## config.mk

```make
export PLATFORM = sky130hd
export DESIGN_NAME = tx_resp_sched
export DESIGN_NICKNAME = d
export VERILOG_FILES = /design/src/rtl/tx_resp_sched.sv
export SDC_FILE = /design/constraint.sdc
export NUM_CORES = 1
export LEC_CHECK = 0
export ABC_CLOCK_PERIOD_IN_PS = 4100
export CAP_MARGIN = 20
export CORE_AREA = 2 2 74 76
export CTS_CLUSTER_DIAMETER = 120
export CTS_CLUSTER_SIZE = 28
export DETAILED_ROUTE_END_ITERATION = 7
export DIE_AREA = 0 0 76 78
export PLACE_DENSITY = 0.81
export REMOVE_ABC_BUFFERS = 1
export SLEW_MARGIN = 30
export SYNTH_ARGS = -nofsm -noshare
export SYNTH_HDL_FRONTEND = slang
export SYNTH_SLANG_ARGS = --single-unit
export TNS_END_PERCENT = 100
```

## constraint.sdc

```tcl
create_clock -name Clk -period 4.1 [get_ports Clk]
set_input_delay 1.23 -clock Clk [delete_from_list [all_inputs] [get_ports Clk]]
set_output_delay 1.23 -clock Clk [all_outputs]
set_load 0.01 [all_outputs]
```

## src/rtl/tx_resp_sched.sv

```systemverilog
// One-deep RF/ALU response slots, round-robin arbitrated and serialised to UART TX; strobe to TX_D_VLD takes 2 cycles.
// Backpressure: UART busy handshake with a SEND watchdog; a strobe into an occupied slot is dropped and flagged.
module tx_resp_sched #(
  parameter int DATA_WIDTH   = 8,
  parameter bit ALU_HI_FIRST = 1'b0,
  parameter int TIMEOUT      = 255
) (
  input  logic                    Clk,
  input  logic                    Rst,
  input  logic [DATA_WIDTH-1:0]   RdData,
  input  logic                    RdData_valid,
  input  logic [2*DATA_WIDTH-1:0] ALU_OUT,
  input  logic                    OUT_valid,
  input  logic                    busy,
  output logic [DATA_WIDTH-1:0]   TX_P_DATA,
  output logic                    TX_D_VLD,
  output logic                    sched_busy,
  output logic                    overrun,
  output logic                    tx_timeout
);

  localparam int DW   = DATA_WIDTH;
  localparam int WD_W = $clog2(TIMEOUT + 1);
  localparam logic [WD_W-1:0] WD_LAST = WD_W'(TIMEOUT - 1);

  typedef enum logic [1:0] {IDLE, SEND, WAIT_DONE} state_t;

  state_t          state, state_nxt;
  logic            rf_pending, rf_pending_nxt;
  logic [DW-1:0]   rf_data, rf_data_nxt;
  logic            alu_pending, alu_pending_nxt;
  logic [2*DW-1:0] alu_data, alu_data_nxt;
  logic            rr_alu, rr_alu_nxt;
  logic [2*DW-1:0] shift_reg, shift_nxt;
  logic [1:0]      bytes_left, bytes_left_nxt;
  logic [WD_W-1:0] wdog, wdog_nxt;
  logic            tx_vld_nxt, overrun_nxt, timeout_nxt, sched_busy_nxt;
  logic            grant_rf, grant_alu;

  assign grant_rf  = (state == IDLE) && rf_pending  && (!alu_pending || !rr_alu);
  assign grant_alu = (state == IDLE) && alu_pending && (!rf_pending  ||  rr_alu);

  // The byte on the wire is always the low byte of the shift register.
  assign TX_P_DATA = shift_reg[DW-1:0];

  always_comb begin
    state_nxt       = state;
    rf_pending_nxt  = rf_pending;
    rf_data_nxt     = rf_data;
    alu_pending_nxt = alu_pending;
    alu_data_nxt    = alu_data;
    rr_alu_nxt      = rr_alu;
    shift_nxt       = shift_reg;
    bytes_left_nxt  = bytes_left;
    wdog_nxt        = wdog;
    tx_vld_nxt      = TX_D_VLD;
    overrun_nxt     = 1'b0;
    timeout_nxt     = 1'b0;

    case (state)
      IDLE: begin
        if (grant_rf) begin
          shift_nxt      = {{DW{1'b0}}, rf_data};
          bytes_left_nxt = 2'd1;
          rf_pending_nxt = 1'b0;
          if (alu_pending) rr_alu_nxt = 1'b1;
          tx_vld_nxt     = 1'b1;
          wdog_nxt       = '0;
          state_nxt      = SEND;
        end else if (grant_alu) begin
          // Arrange so the first byte sits low and the second shifts down later.
          shift_nxt       = ALU_HI_FIRST ? {alu_data[DW-1:0], alu_data[2*DW-1:DW]} : alu_data;
          bytes_left_nxt  = 2'd2;
          alu_pending_nxt = 1'b0;
          if (rf_pending) rr_alu_nxt = 1'b0;
          tx_vld_nxt      = 1'b1;
          wdog_nxt        = '0;
          state_nxt       = SEND;
        end
      end
      SEND: begin
        if (busy) begin
          tx_vld_nxt = 1'b0;
          state_nxt  = WAIT_DONE;
        end else if (wdog >= WD_LAST) begin
          tx_vld_nxt     = 1'b0;
          timeout_nxt    = 1'b1;
          bytes_left_nxt = 2'd0;
          state_nxt      = IDLE;
        end else begin
          wdog_nxt = wdog + 1'b1;
        end
      end
      WAIT_DONE: begin
        if (!busy) begin
          if (bytes_left > 2'd1) begin
            shift_nxt      = {{DW{1'b0}}, shift_reg[2*DW-1:DW]};
            bytes_left_nxt = bytes_left - 2'd1;
            tx_vld_nxt     = 1'b1;
            wdog_nxt       = '0;
            state_nxt      = SEND;
          end else begin
            bytes_left_nxt = 2'd0;
            state_nxt      = IDLE;
          end
        end
      end
      default: state_nxt = IDLE;
    endcase

    // A slot being granted this cycle is free to take a new strobe.
    if (RdData_valid) begin
      if (!rf_pending || grant_rf) begin
        rf_data_nxt    = RdData;
        rf_pending_nxt = 1'b1;
      end else begin
        overrun_nxt = 1'b1;
      end
    end
    if (OUT_valid) begin
      if (!alu_pending || grant_alu) begin
        alu_data_nxt    = ALU_OUT;
        alu_pending_nxt = 1'b1;
      end else begin
        overrun_nxt = 1'b1;
      end
    end

    sched_busy_nxt = (state_nxt != IDLE) | rf_pending_nxt | alu_pending_nxt;
  end

  always_ff @(posedge Clk or negedge Rst) begin
    if (!Rst) begin
      state       <= IDLE;
      rf_pending  <= 1'b0;
      rf_data     <= '0;
      alu_pending <= 1'b0;
      alu_data    <= '0;
      rr_alu      <= 1'b0;
      shift_reg   <= '0;
      bytes_left  <= 2'd0;
      wdog        <= '0;
      TX_D_VLD    <= 1'b0;
      sched_busy  <= 1'b0;
      overrun     <= 1'b0;
      tx_timeout  <= 1'b0;
    end else begin
      state       <= state_nxt;
      rf_pending  <= rf_pending_nxt;
      rf_data     <= rf_data_nxt;
      alu_pending <= alu_pending_nxt;
      alu_data    <= alu_data_nxt;
      rr_alu      <= rr_alu_nxt;
      shift_reg   <= shift_nxt;
      bytes_left  <= bytes_left_nxt;
      wdog        <= wdog_nxt;
      TX_D_VLD    <= tx_vld_nxt;
      sched_busy  <= sched_busy_nxt;
      overrun     <= overrun_nxt;
      tx_timeout  <= timeout_nxt;
    end
  end

endmodule
```

==> impl_metrics.toml <==
[clock_network]
cts_hold_buffers = 0
clk_latency_ns = 0.35
cts_root_buffer = "clkbuf_8"
clk_path_buf_depth = 2
clock_sinks = 59
tritoncts = "yes"
path_clk_slew_ns = 0.07
htree_levels = 3
post-cts-setup-buffers = 0
cts_resized = 0
cts_inserted_buffers = 9

[grt]
grt_max_degree = 37
grt_usage_pct = 19.87
overflow = 0
grt_pass1_vias = 1960
grt_antenna_before_repair = 0
grt_first_pass_wirelength_mm = 9.114

[synth]
netlist.top_cell.by_area = "dfrtp_1"
synth.top_cell.area_share_pct = 51.10
yosysSeqAreaShare_pct = 51.10
synth_area_per_cell_um2 = 11.99
ys_seq_elements = 59
synth_warnings = 0
async_reset_ff_share_pct = 100.0
netlist_area_mm2 = 0.002889
synth_cell_types = 54
synth_most_common_cell = "dfrtp_1"
synth_area_leaders = "dfrtp_1, mux2_2, a211oi_1"
yosys_most_used_dff = "dfrtp_1"
synth_common_cells = "dfrtp_1, mux2_2, nand2_1"
synth_edf_count = 0
synth_cells = 241

[floorplan]
num_rows = 26
chipHeight_um = 78
core_mm2 = 0.005042
die_w_um = 76
initial_core_util_pct = 57.30
io_pins = 41
dieArea_mm2 = 0.005928

[critical_path]
crit_fanout = 25
arrival_ns = 3.24
setup.worst_path.start_class = "input pin"
endpoint_kind = "register"
crit_chain = "clkdlybuf4s50_1 -> nand2b_4 -> a211o_1 -> nor3b_4 -> a22o_1"
cp_slowest_cell = "a211o_1"
path_buf_inv = 1
cpPeakStageDelay_ns = 0.59
cp_top_family = "compound AO/OA/AOI/OAI gates"
required_ns = 4.37
criticalPathCategory = "input pin to register"

[power_and_ir_drop]
ir_worst_vdd_mv = 0.4363
p_seq_share_pct = 36.2
p_per_area_mw_per_mm2 = 809.8
cellInternalPower_mw = 1.799
power_frac_comb_pct = 42.9
clock_power_share_pct = 20.9
sw_frac_of_total_pct = 36.12
p_leak_nw = 1.508
power_switching_mw = 1.017

[layout]
drive_gt1_share_pct = 19.86
antenna_cells = 0
nNetsFinal = 308
syn_to_final_growth_pct = 20.40
utilization_pct = 68.98

[drt]
wl_mm = 5.473
vias_per_cell = 5.648
num_vias = 1960
ant_nets = 0
routedWlPerCell_um = 15.77
drtIter0Drc = 73
drtPass1Iterations = 4
drcViolationCount = 0

[flow_run]
maxCapViolations = 0

[sta]
finalHoldViolCount = 0
fmax_mhz = 337.0
post-route-period-util_pct = 72.38
finalMaxSlewViolations = 0
setup_violations = 0
worst_pin_slew_ns = 0.8473
slew_headroom_pct = 43.51
rsz0062_at_grt = "no"
finalClockSkew_ns = 0.01002
period_minus_slack_ns = 2.968
tns_ns = 0

[place]
gp_congestion = 0.7880
portBuffers = 40
hpwl_mm = 3.699

[worst_hold_path]
min_path_type = "register to register"

[run_status]
status = "finished, final reports clean"
layer usage:
metal,GRT usage [%],share of wire (%)
met3,3.605,3.5
met5,0,0
met4,10.36,1.8
met2,32.86,50
met1,25.15,44
through the flow:
stage	instances	power [mW]	instance area (um2)	hold slack [ns]	setup slack [ns]
after CTS	347	2.831	3478	0.4936	1.150
final	347	2.817	3478	0.4919	1.132
after detailed placement	332	2.241	3263	0.4787	0.8087
after floorplan	221	1.867	2773	0.4606	1.633
after global routing	347	3.006	3478	0.5176	1.013
after global placement	332	2.187	3263	0.4743	0.8507
cells in the final DEF (no fill, tap or decap), types with 2 or more instances in the layout:
master,netlist,layout
clkdlybuf4s50_1,0,39
nand2b_1,4,4
and3_1,8,8
o21bai_1,3,3
inv_1,6,6
o31ai_1,9,9
dfrtp_1,59,59
ha_1,6,6
mux2_2,26,26
clkinv_2,0,2
a22o_1,8,8
nor2b_1,10,10
a211oi_1,10,10
nor2_1,2,2
mux2i_1,4,4
a211o_1,2,2
a21oi_1,4,4
o21ai_0,7,7
a31oi_1,2,2
nand2_1,15,15
nand3_1,5,5
clkbuf_8,0,10
nor3b_1,2,2
bufinv_16,0,2
worst register-to-register path, cell delays in order, from the launching register on:
cell	delay, ns
dfrtp_1	0.45
inv_1	0.11
ha_1	0.72
nor2_1	0.11
a211o_1	0.59
nor3b_4	0.46
a22o_1	0.19
worst paths after layout:
check / start / to / slack, ns / cells after the start
setup / recovery: busy / shift_reg[13]$_DFFE_PN0P_ / 1.13 / 5
hold / removal: shift_reg[7]$_DFFE_PN0P_ / shift_reg[7]$_DFFE_PN0P_ / 0.49 / 2
setup reg to reg: state[0]$_DFF_PN0_ / shift_reg[13]$_DFFE_PN0P_ / 1.40 / 6
hold reg to reg: shift_reg[7]$_DFFE_PN0P_ / shift_reg[7]$_DFFE_PN0P_ / 0.49 / 2
max in group asynchronous: Rst / shift_reg[14]$_DFFE_PN0P_ / 2.32 / 2
min in group asynchronous: Rst / bytes_left[1]$_DFFE_PN0P_ / 0.97 / 1
power by group through the flow:
stage          Clock, mW  Combinational, mW  Sequential [mW]
6_report           0.589               1.21             1.02
5_1_grt            0.623               1.33             1.05
4_1_cts            0.590               1.22             1.02
3_5_place_dp           0               1.22             1.02
3_3_place_gp           0               1.17             1.02
2_1_floorplan          0              0.871            0.996
kinds of logic after synthesis:
group / share of synthesized area, %
flops: 51.10
mux: 11.52
buf+inv: 4.807
xor+xnor: 0.3032
simple gates: 12.21
fa+ha+maj: 2.598
compound gates: 17.45
cell type report:
cell class                 count  area [um2]
multi-input combinational    156        1274
timing repair buffer          41       402.9
sequential                    59        1476
tap                           70       87.58
inverter                       6       22.52
fill                         381        1564
clock inverter                 5       77.57
clock buffer                  10       137.6
No activity file was read; power rests on OpenSTA's default activity.
